$ cat config.mk
export PLATFORM = sky130hd
export DESIGN_NAME = video_timing_gen
export DESIGN_NICKNAME = d
export VERILOG_FILES = /design/src/rtl/video_timing_pkg.sv /design/src/rtl/video_timing_gen_colour_bar_gen.sv /design/src/rtl/video_timing_gen.sv
export SDC_FILE = /design/constraint.sdc
export NUM_CORES = 1
export LEC_CHECK = 0
export BUFFER_PORTS_ARGS = -buffer_cell sky130_fd_sc_hd__buf_4
export CORE_ASPECT_RATIO = 0.9
export CORE_MARGIN = 5
export CORE_UTILIZATION = 35
export CTS_CLUSTER_DIAMETER = 150
export DETAILED_ROUTE_END_ITERATION = 8
export PLACE_DENSITY = 0.73
export SLEW_MARGIN = 40
export SYNTH_ARGS = -nofsm -noshare
export SYNTH_HDL_FRONTEND = slang
export SYNTH_SLANG_ARGS = --single-unit
$ cat constraint.sdc
create_clock -name hdmi_clk -period 2.1 [get_ports hdmi_clk]
set_input_delay 0.42 -clock hdmi_clk [delete_from_list [all_inputs] [get_ports hdmi_clk]]
set_output_delay 0.42 -clock hdmi_clk [all_outputs]
set_load 0.01 [all_outputs]
$ cat src/rtl/video_timing_pkg.sv
// video_timing_pkg: 720p60 default timing constants and colour bar palette shared by the timing generator
package video_timing_pkg;
    localparam int H_ACTIVE_720P = 1280;
    localparam int H_FP_720P     = 110;
    localparam int H_SYNC_720P   = 40;
    localparam int H_BP_720P     = 220;
    localparam int V_ACTIVE_720P = 720;
    localparam int V_FP_720P     = 5;
    localparam int V_SYNC_720P   = 5;
    localparam int V_BP_720P     = 20;
    // Pixels are packed {B,G,R}; index 0 is the leftmost bar
    localparam logic [23:0] BAR_WHITE   = 24'hFFFFFF;
    localparam logic [23:0] BAR_YELLOW  = 24'h00FFFF;
    localparam logic [23:0] BAR_CYAN    = 24'hFFFF00;
    localparam logic [23:0] BAR_GREEN   = 24'h00FF00;
    localparam logic [23:0] BAR_MAGENTA = 24'hFF00FF;
    localparam logic [23:0] BAR_RED     = 24'h0000FF;
    localparam logic [23:0] BAR_BLUE    = 24'hFF0000;
    localparam logic [23:0] BAR_BLACK   = 24'h000000;
    localparam logic [7:0][23:0] BAR_COLOURS = {BAR_BLACK, BAR_BLUE, BAR_RED, BAR_MAGENTA,
                                                BAR_GREEN, BAR_CYAN, BAR_YELLOW, BAR_WHITE};
endpackage

$ cat src/rtl/video_timing_gen_colour_bar_gen.sv
// colour_bar_gen: eight vertical colour bars selected from the column address, registered one cycle
module colour_bar_gen
    import video_timing_pkg::*;
#(
    parameter int H_ACTIVE = H_ACTIVE_720P
) (
    input  logic        hdmi_clk,
    input  logic        reset,
    input  logic [11:0] pix_x,
    output logic [23:0] bar_rgb
);
    localparam int BAR_W = (H_ACTIVE < 8) ? 1 : H_ACTIVE / 8;

    logic [11:0] w_idx;
    logic [23:0] r_bar;

    assign w_idx   = pix_x / 12'(BAR_W);
    assign bar_rgb = r_bar;

    // Register the bar colour so it lands in the same cycle as the upstream pixel data
    always_ff @(posedge hdmi_clk) begin
        if (reset) r_bar <= '0;
        else       r_bar <= BAR_COLOURS[(w_idx > 12'd7) ? 3'd7 : w_idx[2:0]];
    end
endmodule

$ cat src/rtl/video_timing_gen.sv
// video_timing_gen: raster timing, pixel request and sync/data alignment for an HDMI transmitter
// Optional colour bar source enabled by defining VIDEO_TIMING_TEST_PATTERN_EN
module video_timing_gen
    import video_timing_pkg::*;
#(
    parameter int   H_ACTIVE = H_ACTIVE_720P,
    parameter int   H_FP     = H_FP_720P,
    parameter int   H_SYNC   = H_SYNC_720P,
    parameter int   H_BP     = H_BP_720P,
    parameter int   V_ACTIVE = V_ACTIVE_720P,
    parameter int   V_FP     = V_FP_720P,
    parameter int   V_SYNC   = V_SYNC_720P,
    parameter int   V_BP     = V_BP_720P,
    parameter logic HS_POL   = 1'b1,
    parameter logic VS_POL   = 1'b1
) (
    input  logic        hdmi_clk,
    input  logic        reset,
    input  logic        pattern_on,
    input  logic [23:0] pixel_rgb,
    output logic [11:0] pix_x,
    output logic [10:0] pix_y,
    output logic        pix_req,
    output logic        frame_start,
    output logic [2:0]  hve_sync,
    output logic [23:0] rgb
);
    localparam int H_TOTAL = H_ACTIVE + H_FP + H_SYNC + H_BP;
    localparam int V_TOTAL = V_ACTIVE + V_FP + V_SYNC + V_BP;
    localparam int H_SS    = H_ACTIVE + H_FP;
    localparam int H_SE    = H_SS + H_SYNC;
    localparam int V_SS    = V_ACTIVE + V_FP;
    localparam int V_SE    = V_SS + V_SYNC;

    logic [11:0] r_h_cnt;
    logic [10:0] r_v_cnt;
    logic        r_hold;
    logic        r_de;
    logic        r_vs;
    logic        r_hs;
    logic        w_h_last;
    logic        w_v_last;
    logic        w_active;
    logic        w_hs;
    logic        w_vs;
    logic [23:0] w_src;

    assign w_h_last = r_h_cnt == 12'(H_TOTAL - 1);
    assign w_v_last = r_v_cnt == 11'(V_TOTAL - 1);
    assign w_active = !r_hold && (r_h_cnt < 12'(H_ACTIVE)) && (r_v_cnt < 11'(V_ACTIVE));
    assign w_hs     = (r_h_cnt >= 12'(H_SS)) && (r_h_cnt < 12'(H_SE));
    assign w_vs     = (r_v_cnt >= 11'(V_SS)) && (r_v_cnt < 11'(V_SE));

    assign pix_x       = r_h_cnt;
    assign pix_y       = r_v_cnt;
    assign pix_req     = w_active;
    assign frame_start = !r_hold && (r_h_cnt == '0) && (r_v_cnt == '0);
    assign hve_sync    = {r_de, r_vs, r_hs};
    assign rgb         = r_de ? w_src : 24'h000000;

    // Raster counters; r_hold parks them at (0,0) for the reset-release edge so the
    // first free-running cycle presents the frame origin
    always_ff @(posedge hdmi_clk) begin
        if (reset) begin
            r_h_cnt <= '0;
            r_v_cnt <= '0;
            r_hold  <= 1'b1;
        end else if (r_hold) begin
            r_hold  <= 1'b0;
        end else begin
            r_h_cnt <= w_h_last ? '0 : r_h_cnt + 12'd1;
            if (w_h_last) r_v_cnt <= w_v_last ? '0 : r_v_cnt + 11'd1;
        end
    end

    // Stage 1: sync and enable delayed one cycle to meet the upstream pixel latency
    always_ff @(posedge hdmi_clk) begin
        if (reset) begin
            r_de <= 1'b0;
            r_vs <= !VS_POL;
            r_hs <= !HS_POL;
        end else begin
            r_de <= w_active;
            r_vs <= w_vs ? VS_POL : !VS_POL;
            r_hs <= w_hs ? HS_POL : !HS_POL;
        end
    end

`ifdef VIDEO_TIMING_TEST_PATTERN_EN
    logic [23:0] w_bar;

    colour_bar_gen #(.H_ACTIVE(H_ACTIVE)) u_bar (
        .hdmi_clk (hdmi_clk),
        .reset    (reset),
        .pix_x    (r_h_cnt),
        .bar_rgb  (w_bar)
    );

    assign w_src = pattern_on ? w_bar : pixel_rgb;
`else
    logic w_unused_pattern;

    assign w_unused_pattern = pattern_on;
    assign w_src            = pixel_rgb;
`endif
endmodule

## Yosys cells after proc, flatten, opt, wreduce, memory -nomap -nowiden

Cells that the tools add are included.
Widths: inputs -> output; s select.

- Add/sub/neg operators: 2
- Multipliers: 0
- Divide/modulo/power cells: 0
- Order comparisons: 6
- Eq/ne operators: 2
- Shifts and indexed selects: 0
- Muxes and demuxes: 6
- Bitwise logic cells: 1
- Reduce and logical (&&, ||, !) cells: 10

Operators by type and width:

| kind | count |
|---|---|
| $lt 12x11->1 const B | 2 |
| $mux 24 | 1 |
| $lt 11x10->1 const B | 2 |
| $add 12x1->12 const B | 1 |
| $eq 12x11->1 const B | 1 |
| $ge 12x11->1 const B | 1 |
| $logic_not 12->1 | 1 |
| $mux 12 | 1 |
| $add 11x1->11 const B | 1 |
| $eq 11x10->1 const B | 1 |
| $ge 11x10->1 const B | 1 |
| $logic_not 11->1 | 1 |
| $mux 11 | 1 |
| $logic_and 1x1->1 | 6 |
| $mux 1 | 3 |
| $reduce_and 2->1 | 1 |
| $logic_not 1->1 | 1 |
| $not 1->1 | 1 |

- Register bits after elaboration: 27
- Bits in latches: 0
- Memory bits (writable): 0
- ROM bits: 0
- Input port bits: 27
- Output and inout bits: 52
- Word-level logic and storage cells: 33
- Memories kept: 0

## Depth between registers and ports, before layout

- Depth in word-level cells: 3
- Gate-level depth with buffers: 8
- Gate-level depth less buffers: 6

## Least setup slack after synthesis

Ideal clock, no wire load.

- Path type: reg2reg
- Start point: register r_h_cnt[0] (netlist: pix_x[0])
- End point: register r_v_cnt[7] (netlist: pix_y[7])
- Library setup time: 72 ps
- Data arrival time: 1736 ps
- Data required time: 2028 ps
- Setup slack: 292 ps
- Stages on the path, launching flop included: 7
- Buffers on the path: 1
- Clock period less this slack: 1808 ps
- Cells stage by stage: dfxtp_1 > ha_1 > nor3b_1 > nand4_2 > buf_6 > or4_1 > a21oi_1

- Longest elaborated chain between the ends: 2

Ends and longest elaborated chain:

| item | RTL line | source |
|---|---|---|
| start, declared | video_timing_gen.sv:35 | `logic [11:0] r_h_cnt;` |
| start signal, assigned | video_timing_gen.sv:71 | `r_h_cnt <= w_h_last ? '0 : r_h_cnt + 12'd1;` |
| $eq 12x11->1 | video_timing_gen.sv:48 | `assign w_h_last = r_h_cnt == 12'(H_TOTAL - 1);` |
| $reduce_and 2->1 (no source line) | n/a |  |
| end signal, assigned | video_timing_gen.sv:72 | `if (w_h_last) r_v_cnt <= w_v_last ? '0 : r_v_cnt + 11'd1;` |
| end, declared | video_timing_gen.sv:36 | `logic [10:0] r_v_cnt;` |

Every way passes these cells.
A chain may end at the register's enable or synchronous reset.

## Final worst setup path

- Start point: register r_v_cnt[10] (netlist: pix_y[10])
- End point: output port pix_req

- Longest elaborated chain between the ends: 2

Ends and longest elaborated chain:

| item | RTL line | source |
|---|---|---|
| $lt 11x10->1 | video_timing_gen.sv:50 | `assign w_active = !r_hold && (r_h_cnt < 12'(H_ACTIVE)) && (r_v_cnt < 11'(V_ACTIVE));` |
| $logic_and 1x1->1 | video_timing_gen.sv:50 |  |
| end, declared | video_timing_gen.sv:23 | `output logic pix_req,` |

Every way passes these cells.

==> Implementation_results.wiki <==
{| class="wikitable"
! Metric !! Value
|-
| Status || finished clean
|-
| Remaining routing DRC violations || 0
|-
| First-pass DRT Iterations || 4
|-
| Highest fanout seen on the critical path || 6
|-
| Part of the power in combinational logic || 15.6%
|-
| Number of CTS-inserted buffers || 3
|-
| List of cells traversed by the critical path || nor4bb_4 > and2_1 > o21ai_0 > and3_1 > buf_4
|-
| Post-synthesis cell area || 0.001643 mm²
|-
| CTS tree || yes
|-
| Clock H-tree levels || 1
|-
| Power density relative to cell area || 406.4 mW/mm²
|-
| Clock Sinks || 27
|-
| Y dimension of the die || 75.00 µm
|-
| Cell type with the largest total area after synthesis || dfxtp_1
|-
| Peak VDD IR || 233.3 µV
|-
| Aggregate routed wire length || 4.876 mm
|-
| Biggest area contributors in the synthesized netlist || dfxtp_1, and2_1, ha_1
|-
| Total routing usage reported by global routing || 15.21%
|-
| CP Launch Type || register
|-
| Data arrival, critical path || between 1.5 and 2 ns
|-
| Number of endpoints failing setup at the final stage || 0
|-
| Die Span X || just over 80 µm
|-
| Internal power consumption || 0.7438 mW
|-
| Post-Syn Instances || 204
|-
| Hold violation count in the final report || 0
|-
| Starting density of the core || 36.59%
|-
| Area growth from synthesis to final layout || 46.00%
|-
| Max-slew violation total from the final report || 0
|-
| Slowest CP cell || dfxtp_2
|-
| Drt initial violations || 60
|-
| Worst slew pin tran || 0.5175 ns
|-
| Final critical delay including setup and external delays || 1.996 ns
|-
| Post-CTS clock slew at the launch and capture registers of the worst setup and hold paths || ~0.090 ns
|-
| Part of the power in the clock network || 30.6%
|-
| Seq pwr share || 53.8%
|-
| Switching part of the total power || 23.70%
|-
| Layout fillers || approximately 460
|-
| Sum of buffers and inverters on the critical path || 1
|-
| Detailed-placement wirelength estimate || 3.843 mm
|-
| Number of antenna violations at the first check in global routing || 0
|-
| Weighted congestion reported at the end of routability-driven placement || 0.7897
|-
| Type of the worst setup path || register to primary output
|-
| Drt via density || ~5.1
|-
| Part of the Yosys area used for sequential elements || 32.90%
|-
| Total nets after synthesis || between 200 and 250
|-
| DP Worst Slack || around 0.19 ns
|-
| First-pass GRT wire length || between 7 and 8 mm
|-
| Required arrival time at the worst endpoint || 1.68 ns
|-
| DR vias || approximately 1800
|-
| Warnings from Yosys || 0
|-
| FF+latch count, synth || 27
|-
| Net switching power || 0.2310 mW
|-
| Share of the core filled with cells || between 50% and 60%
|-
| CP Capture Type || primary output
|-
| Core outline area || 0.004489 mm²
|-
| Area fraction of the dominant cell type after synthesis || 32.90%
|-
| Overall overflow remaining after global route || 0
|-
| Clock root cell || clkbuf_8
|-
| Normalized max-slew margin || 65.45%
|-
| Floorplan row count || 23
|-
| Type of the most critical hold path || input port to register
|-
| Wire length per cell after detailed routing || ~14 µm
|-
| Cell family with the largest share of critical-path delay || simple AND/OR/NAND/NOR gates
|-
| Die ar. || ~0.0062 mm²
|-
| Synthesized area divided by synthesized cell count || around 8.1 µm²
|-
| Crit path largest cell delay || 0.37 ns
|-
| Port Buffer Count || 77
|-
| Maximum achievable frequency || 501.1 MHz
|-
| Top-Level Pins || between 70 and 80
|-
| Number of antenna cells inserted || 0
|-
| Largest net degree at the start of global routing || 26
|-
| Count of distinct cell types in the synthesized netlist || 41
|-
| Layout Nets || 320
|-
| Maximum root-to-sink buffer count || 2
|-
| Post-route worst setup slack || 0.1044 ns
|-
| Post-route clock skew || 0.002207 ns
|-
| ANT nets after route || 0
|-
| Sum of internal, switching and leakage power || 0.9748 mW
|-
| Clk_lat worst skew || about 0.27 ns
|-
| Final period utilization || between 90% and 100%
|-
| Leakage power || 1.033 nW
|-
| Fraction of layout instances using a drive strength above 1 || 34.27%
|-
| Max-cap viol count || 0
|-
| Post-CTS Hold Buffers || 0
|-
| Via count of the first global-routing pass || 1566
|}
## kinds of logic (layout without fill, tap and decap cells)
logic type / count (synthesis) / count (layout) / synth area share, %
and+or+nand+nor: 109 / 109 / 39.76
AOI/OAI and AO/OA: 32 / 32 / 11.58
DFF: 27 / 27 / 32.90
buffers and inverters: 20 / 102 / 5.788
xor gates and xnor gates: 9 / 9 / 4.798
adders and majority gates: 6 / 6 / 4.570
muxes: 1 / 1 / 0.6093
## sequential cells by signal, summed over array words and instances, names as in the netlist
signal	count
pix_x	12
r_de	1
pix_y	11
r_vs	1
r_hold	1
r_hs	1
## cells in the mapped netlist (all sizes together)
library cell,n
mux2i,1
nor2,18
buf,4
clkbuf,8
nor4bb,2
and3,3
o2111ai,1
and2b,2
xor2,3
nand4,5
ha,6
nor4,6
o41ai,1
o21ai,8
a211oi,1
a21oi,14
a221oi,1
dfxtp,27
nand3,10
or4,4
o21bai,1
o211ai,1
nand3b,3
o31ai,3
a2111oi,1
nor3b,1
inv,8
nand4b,1
and2,26
xnor2,6
and4b,2
nand2,11
nor3,2
and4,3
nand2b,2
or3,6
nor2b,2
## stage by stage
stage	cell area [µm²]	hold slack, ns	cells	TNS (ns)
6_report	2399	0.3085	348	0
4_1_cts	2384	0.3095	347	0
2_1_floorplan	1643	0.4477	204	0
3_3_place_gp	2323	0.5359	343	0
3_5_place_dp	2323	0.5365	343	0
5_1_grt	2399	0.3078	348	-0.08372
## cell type report
type                    count  area, µm²  share of cell area [%]
clock buffers               4      45.04                   1.878
inverters                   8      30.03                   1.252
multi-input cells         157       1028                   42.88
flip-flops and latches     27      541.8                   22.59
well taps                  62      77.57                   3.234
repair buffers             90      675.6                   28.17
## worst paths after layout
kind              from         to  slack [ns]  cells after the start
max reg2reg   pix_x[1]   pix_y[3]        0.20                      7
min reg2reg  pix_y[10]  pix_y[10]        0.53                      2
min              reset     r_hold        0.31                      1
max          pix_y[10]    pix_req        0.10                      5
## timing repair
action | CTS | global route
pin swaps | 0 | 2
gates resized for setup | 2 | 3
setup endpoints to repair | 1 | 2
setup buffers | 0 | 1
## power groups by stage
stage	combinational (mW)	sequential (mW)	clock, mW
5_1_grt	0.166	0.527	0.322
3_5_place_dp	0.152	0.537	0
4_1_cts	0.153	0.525	0.300
2_1_floorplan	0.0574	0.538	0
3_3_place_gp	0.151	0.536	0
6_report	0.152	0.524	0.298
## layout by cell type (no fill, tap or decap), types with 2 or more instances in the layout
cell type  count
nand3b_1       3
or3_1          6
nor4_1         5
o21ai_0        8
nor2b_1        2
and3_1         3
nand3_1       10
xor2_1         3
and2_1        26
and2b_1        2
xnor2_1        6
clkbuf_8       3
dfxtp_1       26
nand4_1        4
and4b_1        2
a21oi_1       14
ha_1           6
or4_1          4
o31ai_1        3
nand2_1       11
buf_4         90
nor2_1        18
nand2b_1       2
inv_1          8
and4_1         3
## worst register-to-register path, delay by kind of cell, from the launching register on
| family | cells | cell delay [ns] |
|---|---|---|
| AOI/OAI and AO/OA | 1 | 0.13 |
| adders and majority gates | 1 | 0.15 |
| buffers and inverters | 2 | 0.35 |
| DFF | 1 | 0.32 |
| and+or+nand+nor | 3 | 0.89 |
## routing by layer
| metal | GRT usage, % | vias to the layer above | wire, µm |
|---|---|---|---|
| met3 | 3.828 | 7 | 601 |
| met5 | 0 | - | 0 |
| met4 | 5.904 | 0 | 93 |
| li1 | - | 888 | - |
| met1 | 19.20 | 797 | 1998 |
| met2 | 24.91 | 80 | 2182 |
No activity file was read; power rests on OpenSTA's default activity.
